--- src/rtl/icache_responder.sv ---
// rtl/icache_responder.sv - direct-mapped read-only instruction cache with combinational hit path
// Misses stall the requester while the line is filled one word per bus ack, word 0 first.
module icache_responder #(
    parameter int LINES     = 16,
    parameter int LINEWORDS = 4
) (
    input  logic        clk,
    input  logic        Nrst,
    input  logic [31:0] rd_addr,
    input  logic        rd_req,
    output logic        rd_wait,
    output logic [31:0] rd_data,
    input  logic        flush,
    output logic        bus_req,
    output logic [31:0] bus_addr,
    input  logic        bus_ack,
    input  logic [31:0] bus_rdata,
    output logic [31:0] miss_count
);

    localparam int WB    = $clog2(LINEWORDS);
    localparam int OFFB  = WB + 2;
    localparam int IDXB  = $clog2(LINES);
    localparam int TAGB  = 32 - OFFB - IDXB;
    localparam int LINEB = 32 - OFFB;
    localparam logic [WB-1:0] LAST_WORD = WB'(LINEWORDS - 1);

    typedef enum logic {IDLE, FILL} state_t;
    state_t state, state_next;

    logic [31:0]     data_mem [LINES*LINEWORDS];
    logic [TAGB-1:0] tag_mem  [LINES];
    logic [LINES-1:0] valid;

    logic [LINEB-1:0] fill_line;
    logic [WB-1:0]    cnt;
    logic [WB-1:0]    cnt_inc;
    logic             flush_pend;
    logic             start_fill, fill_ack, fill_last, hit;

    logic [IDXB-1:0] rd_idx;
    logic [WB-1:0]   rd_word;
    logic [TAGB-1:0] rd_tag;
    logic [IDXB-1:0] fill_idx;
    logic [TAGB-1:0] fill_tag;
    logic            unused_addr_bits;

    assign rd_idx   = rd_addr[OFFB +: IDXB];
    assign rd_word  = rd_addr[2 +: WB];
    assign rd_tag   = rd_addr[OFFB+IDXB +: TAGB];
    assign fill_idx = fill_line[IDXB-1:0];
    assign fill_tag = fill_line[LINEB-1:IDXB];
    assign cnt_inc  = cnt + WB'(1);
    assign unused_addr_bits = ^rd_addr[1:0];

    assign hit     = (state == IDLE) && valid[rd_idx] && (tag_mem[rd_idx] == rd_tag);
    assign rd_data = data_mem[{rd_idx, rd_word}];
    assign rd_wait = !Nrst || (state != IDLE) || (rd_req && !hit);

    always_ff @(posedge clk) begin
        if (!Nrst) state <= IDLE;
        else       state <= state_next;
    end

    always_comb begin
        state_next = state;
        start_fill = 1'b0;
        fill_ack   = 1'b0;
        fill_last  = 1'b0;
        case (state)
            IDLE: begin
                // a flush cycle still answers hits from the old valid bits but never starts a fill
                if (rd_req && !hit && !flush) begin
                    start_fill = 1'b1;
                    state_next = FILL;
                end
            end
            FILL: begin
                if (bus_ack) begin
                    fill_ack = 1'b1;
                    if (cnt == LAST_WORD) begin
                        fill_last  = 1'b1;
                        state_next = IDLE;
                    end
                end
            end
            default: state_next = IDLE;
        endcase
    end

    always_ff @(posedge clk) begin
        if (!Nrst) begin
            valid      <= '0;
            bus_req    <= 1'b0;
            bus_addr   <= '0;
            cnt        <= '0;
            miss_count <= '0;
            flush_pend <= 1'b0;
            fill_line  <= '0;
        end else begin
            if (start_fill) begin
                fill_line  <= rd_addr[31:OFFB];
                cnt        <= '0;
                bus_req    <= 1'b1;
                bus_addr   <= {rd_addr[31:OFFB], {WB{1'b0}}, 2'b00};
                miss_count <= miss_count + 32'd1;
            end
            if (fill_ack) begin
                cnt      <= cnt_inc;
                bus_addr <= {fill_line, cnt_inc, 2'b00};
                if (fill_last) bus_req <= 1'b0;
            end
            // flush beats a completing fill, and a flush seen mid-fill keeps that line invalid
            if (flush)
                valid <= '0;
            else if (fill_last && !flush_pend)
                valid[fill_idx] <= 1'b1;
            if (state_next == IDLE)
                flush_pend <= 1'b0;
            else if (flush && state == FILL)
                flush_pend <= 1'b1;
        end
    end

    always_ff @(posedge clk) begin
        if (Nrst && fill_ack) data_mem[{fill_idx, cnt}] <= bus_rdata;
        if (Nrst && fill_last) tag_mem[fill_idx] <= fill_tag;
    end

endmodule

--- config.mk ---
export PLATFORM = sky130hd
export DESIGN_NAME = icache_responder
export DESIGN_NICKNAME = d
export VERILOG_FILES = /design/src/rtl/icache_responder.sv
export SDC_FILE = /design/constraint.sdc
export NUM_CORES = 2
export LEC_CHECK = 0
export ABC_AREA = 1
export CORE_ASPECT_RATIO = 0.6
export CORE_MARGIN = 3
export CORE_UTILIZATION = 62
export DETAILED_ROUTE_END_ITERATION = 12
export PLACE_DENSITY_LB_ADDON = 0.1
export SLEW_MARGIN = 15
export SYNTH_ARGS = -nofsm -noshare
export SYNTH_HDL_FRONTEND = slang
export SYNTH_SLANG_ARGS = --single-unit
--- constraint.sdc ---
create_clock -name clk -period 4.2 [get_ports clk]
set_input_delay 0.84 -clock clk [delete_from_list [all_inputs] [get_ports clk]]
set_output_delay 0.84 -clock clk [all_outputs]
set_load 0.02 [all_outputs]
==> metrics <==
status complete, but fails checks; failing checks setup timing; non-filler cells, final 10700; drt first pass iters 6; HPWL after detailed placement 171000 um; maximum VDD drop roughly 410 uV; Min-Delay Path Class primary input to flip-flop; Final ANT Viol Nets 0; placer congestion estimate 0.904; Slew @ Worst Pin 1.20 ns; vias 70200; R2R Path Start tag_mem[10][9]; Post-layout nets 8492; part of the Yosys area used for sequential elements ~75%; post-route cell area 0.116 mm2; number of antenna violations at the first check in global routing 15; num rows about 110; placed instance count 10300; GRT Overall Usage roughly 34%; die area 0.168 mm2; Worst R2R End bus_addr[10]; latest clock arrival within the worst-skew pair 0.87 ns; Setup crit end rd_data[23]; Comb pwr share just over 7%; cell count after synthesis 8124; crit path from rd_addr[2]; share of cells above drive strength 1 11.4%; Final Hold Violating Endpoints 0; chip width 527 um; Setup TNS -0.0604 ns; Power per Cell Area 440 mW/mm2; Slew Limit Fails 0; internal power between 30 and 40 mW; Max Clock Freq 235 MHz; # port buffers 162; Core ar. 0.161 mm2; origin of the worst min-delay path bus_rdata[8]; Crit Path Class primary input to output pin; clock sink count 2541; post-layout util 71.9%; CTS root buf clkbuf_16; Clock Path Buffers 4; RSZ-0062 raised after global routing yes; critical path depth 14; CP top delay family buffers and inverters; Sw Ratio 22.5%; Area after DPL 0.109 mm2; Slew Limit Headroom 19.8%; vias in the first global route 65000; Psw 11.5 mW; first-pass GRT wire length roughly 430000 um; slowest cell on the critical path o32ai_2; CP required 3.36 ns; total routed wirelength 295000 um; Max stage delay on crit path 0.33 ns; grt total ovfl 0; Max-Cap Viols 0; fin crit share 101%; FF+latch count, synth ~2500; DR iter-0 viols 10600; Synth cell types 34; CTS Buf Count between 200 and 250; H-Tree Level Count 4; Cell Chain, Critical Path buf_12 -> inv_16 -> buf_12 -> buf_16 -> buf_4 -> o21ai_0 -> o22ai_1 -> nor2_1 -> o32ai_2 -> buf_4 -> o21ai_0 -> o22ai_2 -> buf_4 -> buf_4; chip height 319 um; Arr. time, crit path 3.42 ns; CTS tree done; reg2reg path depth 17; routed wire length per instance 27.5 um; Bufs and invs on worst path 8; Cell Area, Synth between 0.1 and 0.15 mm2; post-CTS setup buffer count 0; Final min period about 4.3 ns; largest net degree at the start of global routing 100; Initial Util 62.6%; Ports 167; syn_area_per_cell 12.4 um2; CP Max Fanout 24; Lkg Pwr ~38 nW; final worst slack -0.0604 ns; clock transition at the registers of the reported paths approximately 0.060 ns; Remaining DRCs 0; Crit path top cell by count buf_4; final setup fails 1; most frequent cells in the layout 2432 x edfxtp_1, 1567 x nor2_1, 1404 x o21ai_0, 620 x o22ai_1, 541 x nand2_1; clock power share 38.4%; crit end category output pin; register share of total power 54.5%; FF-to-FF setup slack approximately 1.1 ns; vias per inst 6.53; CP Launch Type primary input; area delta synth->final 15.0%; YS warnings 0; FILL cells 10500; most common cell after layout, fill and taps aside edfxtp_1; total power just over 50 mW; Worst Skew about 0.042 ns
[power by group through the flow]
stage	combinational (mW)	sequential, mW	clock, mW
6_report	3.64	27.8	19.6
5_1_grt	3.88	27.8	20.8
4_1_cts	3.51	27.8	19.7
3_3_place_gp	3.41	28.4	0
2_1_floorplan	1.69	28.4	0
3_5_place_dp	3.47	28.4	0
[cell families after synthesis]
family	share of synthesized area [%]
buffers and inverters	2.94
XOR/XNOR	0.260
AND/OR/NAND/NOR	10.0
other	0.00372
AO/OA/AOI/OAI	12.2
adder cells (fa/ha/maj)	0.0248
flip-flops	74.5
[flip-flops by register name (all words and copies together), names as in the netlist]
signal / count
bus_addr: 30
data_mem: 2048
flush_pend: 1
bus_req: 1
valid: 16
tag_mem: 384
state: 1
fill_line: 28
miss_count: 32
[metal layers]
layer  routed length, um  GRT usage (%)
met3               43700           8.26
met1              118000           54.1
met2              124000           48.2
met5                  62              0
met4                8630           9.75
[layout make-up]
| class | count | area (um2) | area share [%] |
|---|---|---|---|
| inverters | 163 | 662 | 0.570 |
| well taps | 2146 | 2690 | 2.31 |
| diodes | 4 | 10.0 | 0.00862 |
| clock inverters | 121 | 966 | 0.832 |
| repair buffers | 661 | 7220 | 6.22 |
| flip-flops and latches | 2541 | 75200 | 64.8 |
| clock buffers | 277 | 5810 | 5.01 |
| multi-input cells | 4831 | 23500 | 20.2 |
[through the flow]
stage / setup WS, ns / hold slack (ns)
global placement: -0.284 / 0.434
global route: -0.0639 / 0.420
finish: -0.0604 / 0.434
floorplan: 0.384 / 0.426
detailed placement: -0.314 / 0.443
CTS: -0.0720 / 0.455
[Yosys cell counts]
master    number  area share (%)
dfxtp_1      109             2.2
a32oi_1        1          0.0087
xnor2_1        9           0.078
or2_2          1          0.0062
a21oi_1      122            0.60
buf_2         48            0.24
edfxtp_1    2432              72
o221ai_1       6           0.052
nor2_1      1639             6.1
or2_0          1          0.0062
o21ai_1       14           0.069
nand3_2        1          0.0099
a31oi_1        1          0.0062
clkinv_1       4           0.015
xor2_1        21            0.18
nand2_1      543             2.0
buf_4         22            0.16
o21ai_0     1409             7.0
o22ai_1      628             3.9
clkbuf_1     491             1.8
conb_1         1          0.0037
o31ai_1        2           0.015
nand3_4        1           0.017
buf_1         29            0.11
inv_1        157            0.58
inv_2          2          0.0074
ha_1           2           0.025
o32ai_1       35            0.30
o211ai_1      37            0.28
nand4_1       80            0.50
nor4_1         8           0.050
nor2b_1        1          0.0062
nor3_1        32            0.16
nand3_1      235             1.2
[worst min-delay path by stage]
stage                      endpoint  slack (ns)  depth (start not counted)
floorplan                  valid[0]        0.43                          2
global placement          valid[14]        0.43                          2
detailed placement          bus_req        0.44                          2
CTS                        valid[0]        0.45                          2
global route        data_mem[10][8]        0.42                          1
finish              data_mem[11][8]        0.43                          1
[worst register-to-register path, delay by kind of cell, from the launching register on]
kind / cells / cell delay [ns]
and+or+nand+nor: 13 / 1.70
buffers and inverters: 2 / 0.84
DFF: 1 / 0.36
AOI/OAI and AO/OA: 2 / 0.20
[what timing repair did]
action	4_1_cts	5_1_grt
resized for setup	16	47
hold endpoints to repair	0	0
hold buffers	0	0
pin swaps	1	1
endpoints found under the setup margin	6	23
gates cloned	0	6
Note: power is estimated with default switching activity, not from simulation.
